[config.mk]
export PLATFORM = sky130hd
export DESIGN_NAME = rv32_pc_gen
export DESIGN_NICKNAME = d
export VERILOG_FILES = /design/src/rtl/pito_pkg.sv /design/src/rtl/rv32_hart_ptr.sv /design/src/rtl/rv32_pc_gen.sv
export SDC_FILE = /design/constraint.sdc
export NUM_CORES = 1
export LEC_CHECK = 0
export ABC_AREA = 1
export CORE_MARGIN = 3
export CORE_UTILIZATION = 35
export DETAILED_ROUTE_END_ITERATION = 8
export GPL_ROUTABILITY_DRIVEN = 0
export PLACE_DENSITY = 0.63
export REMOVE_ABC_BUFFERS = 1
export SYNTH_ARGS = -nofsm -noshare
export SYNTH_HDL_FRONTEND = slang
export SYNTH_HIERARCHICAL = 1
export SYNTH_SLANG_ARGS = --single-unit
[constraint.sdc]
create_clock -name clk -period 2.66 [get_ports clk]
set_input_delay 0.665 -clock clk [delete_from_list [all_inputs] [get_ports clk]]
set_output_delay 0.665 -clock clk [all_outputs]
set_load 0.02 [all_outputs]
[src/rtl/pito_pkg.sv]
// Shared pito core types and constants used by the fetch front end.
// Holds the hart count, reset PC, PC sequencer state and fetch request layout.
package pito_pkg;

  localparam int          PITO_NUM_HARTS = 8;
  localparam int          PITO_HART_W    = $clog2(PITO_NUM_HARTS);
  localparam logic [31:0] PITO_RESET_PC  = 32'h0000_0000;

  typedef enum logic [1:0] {
    PCG_RESET = 2'd0,
    PCG_RUN   = 2'd1,
    PCG_HOLD  = 2'd2
  } pc_gen_state_e;

  typedef struct packed {
    logic [31:0]            addr;
    logic [PITO_HART_W-1:0] hart;
    logic                   epoch;
  } rv32_pc_fetch_req_t;

  // Instruction fetch is word-granular, so low address bits are dropped.
  function automatic logic [31:0] word_align(input logic [31:0] pc);
    return {pc[31:2], 2'b00};
  endfunction

endpackage

[src/rtl/rv32_hart_ptr.sv]
// Round-robin hart pointer: 0,1,...,NUM-1,0,... advancing when adv_i is high.
// Synchronous active-high reset returns the pointer to hart 0.
module rv32_hart_ptr #(
  parameter int NUM = 8,
  parameter int W   = $clog2(NUM)
) (
  input  logic         clk_i,
  input  logic         rst_i,
  input  logic         adv_i,
  output logic [W-1:0] ptr_o
);

  logic [W-1:0] ptr_q;
  logic [W-1:0] ptr_d;

  always_comb begin
    ptr_d = ptr_q;
    if (adv_i) begin
      ptr_d = (ptr_q == W'(NUM - 1)) ? '0 : ptr_q + W'(1);
    end
  end

  always_ff @(posedge clk_i) begin
    if (rst_i) begin
      ptr_q <= '0;
    end else begin
      ptr_q <= ptr_d;
    end
  end

  assign ptr_o = ptr_q;

endmodule

[src/rtl/rv32_pc_gen.sv]
// Per-hart PC sequencer and round-robin instruction-fetch request generator.
// Optional redirect alignment check is built when RV32_PC_ALIGN_CHECK_EN is defined.
//
// Handshake: a request is transferred on a clock edge where imem_req_valid and
// imem_req_ready are both high; while valid is high and ready is low the request
// fields are held stable, and valid never drops without a transfer (except rst).
module rv32_pc_gen
  import pito_pkg::*;
#(
  parameter int          NUM_HARTS = PITO_NUM_HARTS,
  parameter logic [31:0] RESET_PC  = PITO_RESET_PC,
  parameter int          HART_W    = $clog2(NUM_HARTS)
) (
  input  logic                 clk,
  input  logic                 rst,
  input  logic                 fetch_en,
  input  logic                 redir_valid,
  input  logic [HART_W-1:0]    redir_hart,
  input  logic [31:0]          redir_pc,
  output logic                 imem_req_valid,
  input  logic                 imem_req_ready,
  output logic [31:0]          imem_req_addr,
  output logic [HART_W-1:0]    imem_req_hart,
  output logic                 imem_req_epoch,
  output logic [NUM_HARTS-1:0] hart_epoch,
`ifdef RV32_PC_ALIGN_CHECK_EN
  output logic                 misalign_fault,
  output logic [31:0]          misalign_pc,
`endif
  output pc_gen_state_e        dbg_state
);

  pc_gen_state_e      state_q;
  logic [31:0]        pc_q [NUM_HARTS];
  logic [NUM_HARTS-1:0] epoch_q;
  rv32_pc_fetch_req_t req_q;
  rv32_pc_fetch_req_t req_d;
  logic               valid_q;
  logic [HART_W-1:0]  ptr_q;
  logic [HART_W-1:0]  req_hart;
  logic               accept;
  logic               issue;
  logic               req_fresh;
  logic               redir_en;
  logic               ptr_clr;

  always_comb begin
    req_hart   = HART_W'(req_q.hart);
    accept     = (state_q == PCG_HOLD) && imem_req_ready;
    issue      = fetch_en && ((state_q == PCG_RUN) || accept);
    req_fresh  = (req_q.epoch == epoch_q[req_hart]);
    redir_en   = redir_valid && (state_q != PCG_RESET);
    ptr_clr    = rst || (state_q == PCG_RESET);
    req_d.addr  = pc_q[ptr_q];
    req_d.hart  = PITO_HART_W'(ptr_q);
    req_d.epoch = epoch_q[ptr_q];
  end

  rv32_hart_ptr #(
    .NUM (NUM_HARTS),
    .W   (HART_W)
  ) u_hart_ptr (
    .clk_i (clk),
    .rst_i (ptr_clr),
    .adv_i (issue),
    .ptr_o (ptr_q)
  );

  always_ff @(posedge clk) begin
    if (rst) begin
      state_q <= PCG_RESET;
      valid_q <= 1'b0;
      req_q   <= '{addr: RESET_PC, hart: '0, epoch: 1'b0};
      epoch_q <= '0;
      for (int i = 0; i < NUM_HARTS; i++) pc_q[i] <= RESET_PC;
    end else begin
      unique case (state_q)
        PCG_RESET: begin
          for (int i = 0; i < NUM_HARTS; i++) pc_q[i] <= RESET_PC;
          epoch_q <= '0;
          state_q <= PCG_RUN;
        end
        PCG_RUN: begin
          if (fetch_en) begin
            req_q   <= req_d;
            valid_q <= 1'b1;
            state_q <= PCG_HOLD;
          end
        end
        PCG_HOLD: begin
          if (imem_req_ready) begin
            // A stale request (epoch changed since issue) must not advance the PC.
            if (req_fresh) pc_q[req_hart] <= pc_q[req_hart] + 32'd4;
            if (fetch_en) begin
              req_q <= req_d;
            end else begin
              valid_q <= 1'b0;
              state_q <= PCG_RUN;
            end
          end
        end
        default: begin
          valid_q <= 1'b0;
          state_q <= PCG_RESET;
        end
      endcase
      // Placed after the FSM so a same-hart redirect overrides the +4.
      if (redir_en) begin
        pc_q[redir_hart]    <= word_align(redir_pc);
        epoch_q[redir_hart] <= ~epoch_q[redir_hart];
      end
    end
  end

`ifdef RV32_PC_ALIGN_CHECK_EN
  logic        fault_q;
  logic [31:0] fault_pc_q;

  always_ff @(posedge clk) begin
    if (rst) begin
      fault_q    <= 1'b0;
      fault_pc_q <= 32'h0;
    end else begin
      fault_q <= redir_en && (redir_pc[1:0] != 2'b00);
      if (redir_en && (redir_pc[1:0] != 2'b00)) fault_pc_q <= redir_pc;
    end
  end

  assign misalign_fault = fault_q;
  assign misalign_pc    = fault_pc_q;
`endif

  assign imem_req_valid = valid_q;
  assign imem_req_addr  = req_q.addr;
  assign imem_req_hart  = req_hart;
  assign imem_req_epoch = req_q.epoch;
  assign hart_epoch     = epoch_q;
  assign dbg_state      = state_q;

endmodule

* Yosys cells after proc, flatten, opt, wreduce, memory -nomap -nowiden
Memory sizes are Yosys's and may differ from the RTL's. A register that Yosys moved wholly into a read port is not among the register bits.
Index checks and enable logic that the tools add are counted.
** Word-level totals
- Bits in registers :: 50
- Bits in latches :: 0
- RAM bits :: 256
- Bits in read-only memories :: 0
- Input port bits :: 40
- Memories :: 1
** Memories
- pc_q :: words 8, width 32, read ports 2, clocked after Yosys merged registers in 2, write ports 8, RTL line rv32_pc_gen.sv:34 : logic [31:0] pc_q [NUM_HARTS];
** Cells by class
- $add $sub $neg :: 2
- Multipliers :: 0
- Div/mod/pow operators :: 0
- $lt $le $gt $ge :: 4
- Equal/unequal tests :: 7
- Shift-type cells :: 0
- Multiplexer cells :: 55
- Bitwise logic cells :: 10
- Reductions and logical operators :: 14
** Operators with widths (count)
- 32-bit 2-to-1 mux :: 10
- 36-bit 2-to-1 mux :: 2
- 36-bit case mux with 2 select lines :: 1
- 32-bit OR reduction :: 2
- 32-bit by 3-bit adder with 32-bit output (second input constant) :: 1
- 8-bit 2-to-1 mux :: 3
- 1-bit 2-to-1 mux :: 22
- 3-bit 2-to-1 mux :: 7
- 3-bit by 4-bit < comparator with 1-bit output (second input constant) :: 3
- 1-bit binary-select mux with 3-bit select :: 3
- 8-bit bitwise mux :: 1
- 1-bit OR :: 8
- 2-bit 2-to-1 mux :: 3
- 2-bit inequality test (second input constant) :: 3
- 2-bit case mux with 3 select lines :: 1
- 1-bit logical AND :: 4
- 4-bit AND reduction :: 1
- 2-bit nonzero test :: 2
- 3-bit by 1-bit adder with 3-bit output (second input constant) :: 1
- 1-bit demux with 3-bit select :: 1
- 3-bit equality test (second input constant) :: 1
- 3-bit by 1-bit >= comparator with 1-bit output (second input constant) :: 1
- 1-bit case mux with 3 select lines :: 1
- 3-bit AND reduction :: 1
- 7 further kinds :: 9

* Logic depth before layout (Yosys ltp)
- Depth after elaboration :: 10
- Mapped depth :: 18
- Gate-level depth less buffers :: 16

* Modules after synthesis
The synthesis kept the hierarchy.
** By module, submodules not included
- rv32_pc_gen :: times used 1, cells each 2609, area each 18998.2 sq um
- rv32_hart_ptr :: times used 1, cells each 18, area each 138.9 sq um

* Least setup slack after synthesis
Ideal clock, no wire load.
- Path kind :: input to register
- From :: in redir_valid
- To :: mem pc_q[2][10], enable pin
- Data arrival time :: 2251 ps
- Required time :: 2117 ps
- Path slack :: -134 ps
- Stages :: 7
- Path buffers :: 1
- Cell sequence :: nand2_1 nor2_1 inv_2 nor2_1 inv_1 clkbuf_1 nand3_1
** RTL lines
- start, declared :: RTL line rv32_pc_gen.sv:17 : input logic redir_valid,
- end, declared :: RTL line rv32_pc_gen.sv:34

==> impl_results.md <==
* Die height at 239.8 um
* P&R area growth vs syn at 22.69%
* Global-route wire length before repair at ~100000 um
* Buffers added on ports at 84
* Slew @ Worst Pin at around 0.96 ns
* Largest net degree at the start of global routing at 119
* Synthesized area at ~0.019 mm2
* Post-synthesis sequential area ratio at 44.88%
* Clk_lat worst skew at between 0.5 and 0.6 ns
* Fin util at 43.54%
* Post-synthesis register bit count at between 300 and 400
* CP Data Arrival Time at 2.86 ns
* Highest Clock Rate at 0.3942 GHz
* Max Buffers Root-to-Sink at 3
* Post-DP HPWL at 43960 um
* EDFF count, synth at 240
* GR Overflow Total at 0
* Post-Synthesis Cells at 2627
* CTS tree: built
* Fin crit period at ~2.5 ns
* Final Cycle Share at 95.36%
* Avg Cell Area, Syn at between 7 and 8 um2
* Clock sink count at 309
* Final Hold Vio Count at 0
* WP buf/inv at 3
* Pwr dens at 579.8 mW/mm2
* Drt via density at 5.585
* Final hold slack at 0.4786 ns
* Asr flop ratio synth at 0%
* CP delay by family, top: simple AND/OR/NAND/NOR gates
* Share of post-route cells with drive strength above 1 at 12.47%
* H-tree depth at 2
* Final setup violation count at 0
* Setup crit end kind: flop
* Drt first pass iters at 6
* Die area at roughly 0.058 mm2
* HP Class: flop to flop
* Final ANT Viol Nets at 0
* Critical Path RT at 2.98 ns
* Detailed-route via count at 19348
* Setup CP Type: flop to flop
* MaxCap Viol Count at 0
* Num ports at 87
* Antenna violations before repair at 1
* Setup Skew at 0.02330 ns
* Slowest CP cell: dfxtp_4
* Worst path cell trace: inv_8, buf_16, nand2_1, nand3_1, nand2_1, nand2_1, nand2_1, nand2_1, nor2_1, nand2_1, nor2_4, buf_4, nand3_4, nand3_1, nand2_1
* Starting density of the core at 35.49%
* Synth cell types at 42
* Ys Warns at 6
* RSZ-0062 raised after global routing: yes
* Hold buffers post-CTS at 0
* CP dominant cell by count: nand2_1
* Via count of the first global-routing pass at 18382
* Root Buffer: clkbuf_16
* Crit path max fanout at 29
* Horiz. Die Dim at 239.8 um
* Cell Rows at 85
* Setup TNS at 0 ns
* Outcome: completed
* DR iter-0 viols at 2437
* CTS Buf Count at 37
* Crit start category: flop
* Slew HR at 36.04%
* Clock slew at reported path FFs at 0.06 ns
* Aggregate global-route resource usage at 23.61%
* Final-report max-slew violation count at 0
* DRC violations left at 0
* Crit path largest cell delay at ~0.45 ns
* Final WL at 71040 um
* VDD IR max at 0.3183 mV
* Ys flop type: edfxtp_1
* NumNets Final at approximately 2800
* WL/cell at 20.51 um
* Lkg Pwr at just under 0.01 uW
* Core Box Area at ~0.054 mm2
-- what timing repair did --
item | 4_1_cts | 5_1_grt
pin swaps | 1 | 10
endpoints found under the hold margin | 0 | 0
resized for setup | 6 | 57
setup endpoints to repair | 138 | 184
setup buffers | 2 | 5
cloned | 0 | 5
-- sequential cells by signal (all words and copies together) (netlist names), named ones only --
register and cells:
imem_req_epoch 1, imem_req_hart 3, imem_req_valid 1, imem_req_addr 32, u_hart_ptr/ptr_o 3, pc_q 256, dbg_state 2, hart_epoch 8
-- worst min-delay path, delay by kind of cell (launching register included) --
family                 cells  cell delay, ns
AOI/OAI and AO/OA          1            0.07
DFF                        1            0.31
buffers and inverters      1            0.05
-- kinds of logic (layout without fill, tap and decap cells) --
kind of cell | Yosys count | after routing | synth area share, %
AND/OR/NAND/NOR | 1248 | 1248 | 28.15
AO/OA/AOI/OAI | 574 | 574 | 15.89
buffers and inverters | 478 | 618 | 10.12
flip-flops | 309 | 309 | 44.88
XOR/XNOR | 8 | 8 | 0.4054
multiplexers | 7 | 7 | 0.3661
adder cells (fa/ha/maj) | 3 | 3 | 0.1962
other | 0 | 1 | 0
-- power breakdown --
group / internal, uW / leakage [uW] / switching [uW]
clock network: 3020 / 0.000588 / 2130
logic: 936 / 0.00589 / 1790
registers: 5570 / 0.00329 / 166
total: 9520 / 0.00976 / 4090
-- final timing paths --
| check | startpoint | endpoint | slack (ns) | depth (start not counted) |
|---|---|---|---|---|
| worst min-delay path | imem_req_valid$_SDFFE_PP0P_ | imem_req_valid$_SDFFE_PP0P_ | 0.48 | 2 |
| worst max-delay path | flop | pc_q[6][26]$_DFFE_PP_ | 0.12 | 15 |
| worst min register to register | imem_req_valid$_SDFFE_PP0P_ | imem_req_valid$_SDFFE_PP0P_ | 0.48 | 2 |
| worst max register to register | flop | pc_q[6][26]$_DFFE_PP_ | 0.12 | 15 |
-- synth_stat cells, drive strengths merged (6+ instances only) --
master  number  share of area [%]
buf         80                2.3
nand2      823                 17
o21ai      304                8.0
o22ai       71                2.3
o21bai       8               0.45
nand3      284                7.9
dfxtp       69                7.2
nor2       102                2.4
mux2i        7               0.37
xor2         6               0.27
a21oi      178                4.7
clkbuf      95                1.9
nor3        12               0.31
nand4       24               0.94
o211ai       8               0.31
edfxtp     240                 38
inv        300                5.9
-- area by class of cell --
class / instances / area, um2
fillers: 5238 / 30440
multi-input cells: 1840 / 8877
flip-flops and latches: 309 / 8606
repair buffers: 248 / 2761
inverters: 303 / 1157
clock buffers: 54 / 1082
well taps: 696 / 870.8
clock inverters: 13 / 121.4
diodes: 1 / 2.502
-- cell usage in the layout (no fill, tap or decap), types with 4 or more instances in the layout --
| cell | instances |
|---|---|
| o21ai_1 | 9 |
| nand3_2 | 12 |
| mux2i_1 | 7 |
| clkbuf_16 | 44 |
| inv_2 | 9 |
| nand4_1 | 22 |
| dfxtp_4 | 4 |
| clkinv_2 | 8 |
| a21oi_1 | 178 |
| dfxtp_1 | 63 |
| xor2_1 | 5 |
| buf_12 | 43 |
| o211ai_1 | 8 |
| buf_4 | 112 |
| clkinv_1 | 4 |
| o22ai_1 | 71 |
| o21ai_0 | 295 |
| nor2_2 | 22 |
| edfxtp_1 | 240 |
| clkdlybuf4s50_1 | 84 |
| nor3_1 | 12 |
| nand2_1 | 782 |
| nand3_1 | 261 |
| clkbuf_1 | 10 |
| nand2_2 | 33 |
| nor2_1 | 72 |
| nor2_4 | 7 |
| inv_1 | 286 |
| clkbuf_8 | 5 |
| nand2_4 | 8 |
| nand3_4 | 11 |
-- stage by stage --
stage	setup WS, ns	instances	cell area [um2]	total power [uW]
2_1_floorplan	-3.316	2452	18340	7236
3_3_place_gp	-0.08146	3384	21820	8295
3_5_place_dp	-0.1299	3384	21820	8369
4_1_cts	0.01268	3453	23070	13500
5_1_grt	-0.03917	3464	23480	14110
6_report	0.1235	3464	23480	13610
-- routing by layer --
metal	GRT usage (%)	up-vias	part of all wire (%)
met3	3.719	212	10
met1	30.35	8989	39
met4	10.77	0	4.5
li1	-	8982	-
met5	0	-	0
met2	39.21	1165	46
No activity file was read; power rests on OpenSTA's default activity.
